<file path="config.mk">
export PLATFORM = sky130hd
export DESIGN_NAME = uart_alu_cmd_seq
export DESIGN_NICKNAME = d
export VERILOG_FILES = /design/src/rtl/uart_alu_cmd_seq.sv
export SDC_FILE = /design/constraint.sdc
export NUM_CORES = 1
export LEC_CHECK = 0
export ABC_CLOCK_PERIOD_IN_PS = 2300
export CAP_MARGIN = 0
export CORE_AREA = 2 2 106 98
export DETAILED_ROUTE_END_ITERATION = 7
export DIE_AREA = 0 0 108 100
export GPL_TIMING_DRIVEN = 0
export MAX_ROUTING_LAYER = met4
export PLACE_DENSITY = 0.78
export SYNTH_ARGS = -nofsm -noshare
export SYNTH_HDL_FRONTEND = slang
export SYNTH_SLANG_ARGS = --single-unit
</file>
<file path="constraint.sdc">
create_clock -name i_clk -period 2.3 [get_ports i_clk]
set_input_delay 0.46 -clock i_clk [delete_from_list [all_inputs] [get_ports i_clk]]
set_output_delay 0.46 -clock i_clk [all_outputs]
set_load 0.02 [all_outputs]
</file>
<file path="src/rtl/uart_alu_cmd_seq.sv">
// Command sequencer between UART RX/TX FIFOs and a combinational ALU with multi-byte operands.
// Optional trailing frame check byte is enabled by defining CMD_CHECKSUM_EN.
module uart_alu_cmd_seq #(
  parameter int unsigned DATA_BITS   = 8,
  parameter int unsigned OP_BYTES    = 2,
  parameter int unsigned OPCODE_BITS = 6,
  parameter int unsigned TIMEOUT_CYC = 100000
) (
  input  logic                          i_clk,
  input  logic                          i_reset,
  input  logic                          i_rx_empty,
  input  logic [DATA_BITS-1:0]          i_r_data,
  output logic                          o_rd_uart,
  input  logic                          i_tx_full,
  output logic [DATA_BITS-1:0]          o_w_data,
  output logic                          o_wr_uart,
  output logic [OP_BYTES*DATA_BITS-1:0] o_op_a,
  output logic [OP_BYTES*DATA_BITS-1:0] o_op_b,
  output logic [OPCODE_BITS-1:0]        o_op_code,
  input  logic [OP_BYTES*DATA_BITS-1:0] i_alu_result,
  output logic                          o_busy,
  output logic                          o_err,
  output logic [7:0]                    o_cmd_count
);

  localparam int unsigned W  = OP_BYTES * DATA_BITS;
  localparam int unsigned CW = (OP_BYTES > 1) ? $clog2(OP_BYTES) : 1;
  localparam int unsigned TW = (TIMEOUT_CYC > 1) ? $clog2(TIMEOUT_CYC) : 1;
  localparam logic [CW-1:0] CNT_LAST = CW'(OP_BYTES - 1);
  localparam logic [TW-1:0] TMO_LAST = (TIMEOUT_CYC > 0) ? TW'(TIMEOUT_CYC - 1) : '0;

  typedef enum logic [2:0] {
    StRdA,
    StRdB,
    StRdOp,
    StExec,
    StTx
`ifdef CMD_CHECKSUM_EN
    ,
    StRdChk,
    StErrTx
`endif
  } state_e;

  state_e               r_state;
  logic [CW-1:0]        r_cnt;
  logic [TW-1:0]        r_tmo;
  logic [W-1:0]         r_a_sh;
  logic [W-1:0]         r_b_sh;
  logic [W-1:0]         r_shift;
  logic [W-1:0]         r_op_a;
  logic [W-1:0]         r_op_b;
  logic [OPCODE_BITS-1:0] r_op_code;
  logic                 r_err;
  logic [7:0]           r_cmd_count;
`ifdef CMD_CHECKSUM_EN
  logic [OPCODE_BITS-1:0] r_opc_sh;
  logic [DATA_BITS-1:0]   r_chk;
`endif

  logic w_rd_state;
  logic w_tx_state;
  logic w_busy;
  logic w_pop;
  logic w_push;
  logic w_tmo;

  always_comb begin
    w_rd_state = (r_state == StRdA) || (r_state == StRdB) || (r_state == StRdOp);
    w_tx_state = (r_state == StTx);
`ifdef CMD_CHECKSUM_EN
    w_rd_state = w_rd_state || (r_state == StRdChk);
    w_tx_state = w_tx_state || (r_state == StErrTx);
`endif
  end

  // Pop/push are gated by reset so nothing moves while the block is held in reset.
  assign w_busy = (r_state != StRdA) || (r_cnt != '0);
  assign w_pop  = i_reset && w_rd_state && !i_rx_empty;
  assign w_push = i_reset && w_tx_state && !i_tx_full;
  assign w_tmo  = (TIMEOUT_CYC != 0) && w_rd_state && w_busy && !w_pop && (r_tmo == TMO_LAST);

  always_ff @(posedge i_clk or negedge i_reset) begin
    if (!i_reset) begin
      r_state     <= StRdA;
      r_cnt       <= '0;
      r_tmo       <= '0;
      r_a_sh      <= '0;
      r_b_sh      <= '0;
      r_shift     <= '0;
      r_op_a      <= '0;
      r_op_b      <= '0;
      r_op_code   <= '0;
      r_err       <= 1'b0;
      r_cmd_count <= '0;
`ifdef CMD_CHECKSUM_EN
      r_opc_sh    <= '0;
      r_chk       <= '0;
`endif
    end else begin
      r_err <= 1'b0;

      if (TIMEOUT_CYC == 0 || !w_rd_state || !w_busy || w_pop || w_tmo) begin
        r_tmo <= '0;
      end else begin
        r_tmo <= r_tmo + TW'(1);
      end

      unique case (r_state)
        StRdA: begin
          if (w_pop) begin
            r_a_sh[int'(r_cnt)*DATA_BITS +: DATA_BITS] <= i_r_data;
`ifdef CMD_CHECKSUM_EN
            r_chk <= (r_cnt == '0) ? i_r_data : (r_chk ^ i_r_data);
`endif
            if (r_cnt == CNT_LAST) begin
              r_cnt   <= '0;
              r_state <= StRdB;
            end else begin
              r_cnt <= r_cnt + CW'(1);
            end
          end
        end

        StRdB: begin
          if (w_pop) begin
            r_b_sh[int'(r_cnt)*DATA_BITS +: DATA_BITS] <= i_r_data;
`ifdef CMD_CHECKSUM_EN
            r_chk <= r_chk ^ i_r_data;
`endif
            if (r_cnt == CNT_LAST) begin
              r_cnt   <= '0;
              r_state <= StRdOp;
            end else begin
              r_cnt <= r_cnt + CW'(1);
            end
          end
        end

        StRdOp: begin
          if (w_pop) begin
`ifdef CMD_CHECKSUM_EN
            r_opc_sh <= i_r_data[OPCODE_BITS-1:0];
            r_chk    <= r_chk ^ i_r_data;
            r_state  <= StRdChk;
`else
            r_op_a    <= r_a_sh;
            r_op_b    <= r_b_sh;
            r_op_code <= i_r_data[OPCODE_BITS-1:0];
            r_state   <= StExec;
`endif
          end
        end

`ifdef CMD_CHECKSUM_EN
        StRdChk: begin
          if (w_pop) begin
            if (i_r_data == r_chk) begin
              r_op_a    <= r_a_sh;
              r_op_b    <= r_b_sh;
              r_op_code <= r_opc_sh;
              r_state   <= StExec;
            end else begin
              // Rejected frame answers with a single 0xEE byte through the TX path.
              r_err   <= 1'b1;
              r_shift <= W'(8'hEE);
              r_state <= StErrTx;
            end
          end
        end

        StErrTx: begin
          if (w_push) begin
            r_state <= StRdA;
          end
        end
`endif

        StExec: begin
          r_shift <= i_alu_result;
          r_cnt   <= '0;
          r_state <= StTx;
        end

        StTx: begin
          if (w_push) begin
            r_shift <= r_shift >> DATA_BITS;
            if (r_cnt == CNT_LAST) begin
              r_cnt       <= '0;
              r_cmd_count <= r_cmd_count + 8'd1;
              r_state     <= StRdA;
            end else begin
              r_cnt <= r_cnt + CW'(1);
            end
          end
        end

        default: r_state <= StRdA;
      endcase

      // A pop in the expiry cycle keeps w_tmo low, so an accepted byte always wins.
      if (w_tmo) begin
        r_state <= StRdA;
        r_cnt   <= '0;
        r_err   <= 1'b1;
      end
    end
  end

  assign o_rd_uart   = w_pop;
  assign o_wr_uart   = w_push;
  assign o_w_data    = r_shift[DATA_BITS-1:0];
  assign o_op_a      = r_op_a;
  assign o_op_b      = r_op_b;
  assign o_op_code   = r_op_code;
  assign o_busy      = w_busy;
  assign o_err       = r_err;
  assign o_cmd_count = r_cmd_count;

endmodule
</file>
* Yosys cells after proc, flatten, opt, wreduce, memory -nomap -nowiden
Cells that the tools add are included.
** Word-level totals
- Bits in registers :: 116
- Input bits :: 28
- Output and inout port bits :: 58
- Word-level logic and storage cells :: 81
** Operators by class
- Add/sub/neg operators :: 4
- Eq/ne operators :: 14
- Shifts and indexed selects :: 2
- Mux-type cells :: 20
- Reduce and logical (&&, ||, !) cells :: 30
** Operator list (number)
- $neg 4->34 :: 1
- $shift 8x34->16 const A :: 1
- $shiftx 8x34->16 :: 1
- $bwmux 16 :: 2
- $pmux 16 s2 :: 1
- $mux 3 :: 8
- $add 17x1->17 const B :: 1
- $eq 17x17->1 const B :: 1
- $mux 17 :: 1
- $mux 16 :: 1
- $ne 3x3->1 const B :: 5
- $pmux 3 s5 :: 1
- $add 8x1->8 const B :: 1
- $reduce_and 2->1 :: 4
- $logic_and 1x1->1 :: 7
- $reduce_and 7->1 :: 1
- $eq 3x2->1 const B :: 2
- $logic_or 1x1->1 :: 6
- $ne 3x2->1 const B :: 2
- $reduce_and 3->1 :: 2
- $logic_not 1->1 :: 5
- $mux 1 :: 5
- $reduce_bool 4->1 :: 1
- $eq 3x1->1 const B :: 1
- 9 further kinds :: 9

* Depth between registers and ports, before layout
- Depth in word-level cells :: 10
- Depth in mapped cells :: 8
- Depth with buffers taken out :: 5

* Worst setup path after synthesis
OpenSTA, ideal clock, no wires.
- Path kind :: register to output
- Start :: register r_state[1]
- End :: output port o_wr_uart
- Arrival time :: 1550 ps
- Required time :: 1840 ps
- Setup slack :: 290 ps
- Cell stages (with the launch flop) :: 6
- Path buffers :: 3
- Cell sequence :: dfrtp_1 buf_2 or3b_4 buf_6 buf_2 nor2_1
** Between the ends
- Cells in the longest elaborated chain, start to end :: 3
** RTL lines
- start: declaration :: RTL line 45 : state_e r_state;
- start signal: assignment :: RTL line 85 : r_state <= StRdA;
- start signal: assignment :: RTL line 118 : r_state <= StRdB;
- start signal: assignment :: RTL line 133 : r_state <= StRdOp;
- $eq 3x3->1 :: RTL line 70 : w_tx_state = (r_state == StTx);
- $logic_and 1x1->1 (2 in a row) :: RTL line 80 : assign w_push = i_reset && w_tx_state && !i_tx_full;
- end: declaration :: RTL line 16 : output logic o_wr_uart,
Every way passes these cells.

* Worst setup path after layout
Ends and elaborated chain as after synthesis.

==> flow_metrics.tcl <==
set metrics [dict create \
    avgSynthCellArea_sq_um 13.1 \
    synth.largest_area_cell "dfrtp_1" \
    grt_use_met3_pct 5.06 \
    clock_sinks 116 \
    ys_seq_area_share_pct 57.8 \
    synth_top_area_share_pct 57.8 \
    fmax_ghz 0.443 \
    clock_skew_ns 0.0139 \
    hold_slack_ns 0.0369 \
    reg2reg_slack_ns 0.35 \
    syn-instance-count 383 \
    post_dp_cell_area_sq_mm 0.00606 \
    p_sw_mw 2.60 \
    start_util_pct 51.0 \
    drtIter0Drc 110 \
    synth.most_common_cell "dfrtp_1" \
    required_ns 1.84 \
    synthTopCellsByCount "dfrtp_1, mux2_2, nand2_1, nor2_1, mux2_4" \
    tightest_slew_ns 1.01 \
    final_area_sq_mm 0.00668 \
    clock-root-buffer "clkbuf_8" \
    dp_cells 598 \
    vias 3299 \
    clk_pin_slew_ns 0.06 \
    ys_types 43 \
    final_nets 522 \
    io_pins 86 \
    post-route-period-util_pct 98.0 \
    grt_antenna_before_repair 0 \
    grt_pass1_wl_um 17500 \
    internal-power_mw 5.45 \
    seq_area_sq_mm 0.00290 \
    core_area_sq_mm 0.00985 \
    grt_util_all_layers_pct 22.0 \
    vias_per_cell 5.20 \
    cts_tree "done" \
    wl_um 10600 \
    cts_buffer_depth 2 \
    cts_made_buffers 17 \
    grt_setup_unrepaired "false" \
    slowest_delay_ns 0.40 \
    critPathKind "reg -> out" \
    path_max_fanout 11 \
    dr.pass1.iters 4 \
    multi_input_area_sq_mm 0.00194 \
    grt_max_degree 51 \
    wl_per_cell_um 16.7 \
    p_leak_nw 3.13 \
    clockPowerShare_pct 28.5 \
    synth_edf_count 0 \
    path_cells "buf_2 -> or3b_4 -> nor2_1 -> buf_4" \
    ant_nets 0 \
    setup_violations 0 \
    maxCapViolCount 0 \
    power_frac_seq_pct 38.1 \
    endpoint_kind "primary output" \
    drive_gt1_share_pct 27.9 \
    instances_no_fill 634 \
    synth.cell_area_sq_mm 0.00502 \
    fp-row-count 35 \
    syn_to_final_growth_pct 32.9 \
    grt.overflow.total 0 \
    crit_family "simple AND/OR/NAND/NOR gates" \
    post-place-ws_ns -0.760 \
    async_reset_ff_share_pct 100 \
    drc 0 \
    synth_seq_cells 116 \
    hpwl_um 6610 \
    met2_usage_pct 34.8 \
    min_path_type "in -> async" \
    ir_drop_mv 0.676 \
    htree_num_levels 4 \
    worst_slack_ns 0.0450 \
    yosys-top-cells-area "dfrtp_1, mux2_2, mux2_4, nand2_1, xor2_1" \
    grt.met1_usage_pct 28.0 \
    clock_latency_ns 0.51 \
    die_y_um 100 \
    drv_slew 0 \
    arrival_ns 1.79 \
    hold_violations 0 \
    power_density_mw_per_mm2 1210 \
    nFillCells 717 \
    combPwrFrac_pct 33.4 \
    period_needed_ns 2.25 \
    maxSlewHeadroom_pct 32.7 \
    busiest_layer "met2" \
    die_x_um 108 \
    run_status "completed" \
    portBuffers 85 \
    diodes 0 \
    start_kind "register" \
    grt_pass1_vias 3430 \
    fp.dieArea_sq_mm 0.0108 \
    p_sw_share_pct 32.3 \
    synthFlopType "dfrtp_1" \
    finalPower_mw 8.05 \
    crit_path_top_delay_cell "or3b_4" \
    cp_num_buf_inv 2 \
    yosys_warnings 0 \
    synth_nets 413 \
    place_congestion 0.849 \
]
what timing repair did:
action                     CTS  global route
cloned                       3             0
setup endpoints to repair    3             2
hold buffers                 2             0
gates resized for setup     13             4
setup buffers                1             0
pin swaps                    1             0
hold endpoints to repair    19             0
logic make-up (layout without fill, tap and decap cells):
group                    Yosys count  after routing  share of synthesized area (%)
flip-flops                       116            116                           57.8
adder cells (fa/ha/maj)            2              2                          0.498
multiplexers                      79             79                           19.0
XOR/XNOR                          23             23                           4.01
AND/OR/NAND/NOR                  118            119                           12.3
buffers and inverters             26            147                           3.89
AO/OA/AOI/OAI                     19             19                           2.52
cell type report:
type	instances	area share, %
plain buffers	23	2.66
clock buffers	17	6.20
clock inverters	15	1.63
inverters	1	0.0562
multi-input cells	242	29.1
flip-flops and latches	116	43.5
well taps	129	2.42
repair buffers	91	14.5
metal layers:
metal / vias to the layer above / share of wire [%] / wire, um
met5: - / 0 / 0
met4: 0 / 0.94 / 100
met3: 8 / 3.7 / 392
met2: 70 / 51 / 5440
met1: 1668 / 44 / 4670
li1: 1553 / - / -
cells in the final DEF, fill, tap and decap left out, drive strengths merged, types with 2 or more instances in the layout:
master / n
dlygate4sd3: 2
mux2i: 8
clkinv: 6
clkdlybuf4s50: 81
or3b: 2
nor2: 26
nand2b: 4
and3: 2
clkbuf: 19
buf: 26
inv: 4
nor2b: 5
nor4: 3
clkinvlp: 6
nand3: 14
xor2: 13
and4: 3
nor3: 5
nand2: 34
o21ai: 13
dfrtp: 116
ha: 2
mux2: 71
nor4bb: 2
nand4: 13
bufbuf: 2
xnor2: 10
power by group through the flow:
stage | logic, mW | registers (mW) | clock network, mW
after floorplan | 1.47 | 3.26 | 0
after global placement | 2.58 | 3.05 | 0
after detailed placement | 2.65 | 3.09 | 0
after CTS | 2.70 | 3.07 | 2.32
after global routing | 2.90 | 3.15 | 2.43
final | 2.69 | 3.07 | 2.29
path summary, 6_finish.rpt:
check	start	end	cells after the start
worst min-delay path	i_reset	o_cmd_count[2]	2
worst max-delay path	r_state[1]	o_wr_uart	4
min in group i_clk	r_shift[11]	r_shift[11]	2
worst max register to register	r_state[1]	r_shift[7]	7
max in group asynchronous	i_reset	r_tmo[3]	3
worst min register to register	r_shift[11]	r_shift[11]	2
stage by stage:
stage	setup TNS, ns	utilization (%)
3_5_place_dp	-12.28	61.5
6_report	0	67.7
5_1_grt	0	67.7
2_1_floorplan	0	-
4_1_cts	0	67.7
3_3_place_gp	-887.21	61.2
flip-flops by register name, indices dropped and copies added, names as in the netlist, 3 cells and up:
register,flops
o_op_code,6
r_tmo,17
o_op_a,16
r_state,3
o_cmd_count,8
r_shift,16
r_b_sh,16
r_a_sh,16
o_op_b,16
worst reg2reg max path: stages, from the launching register on:
cell,delay (ns)
dfrtp_1,0.39
buf_2,0.20
or3b_4,0.40
buf_4,0.21
o21a_1,0.28
buf_2,0.22
nand2_1,0.08
o21ai_1,0.06
No activity file was read; power rests on OpenSTA's default activity.
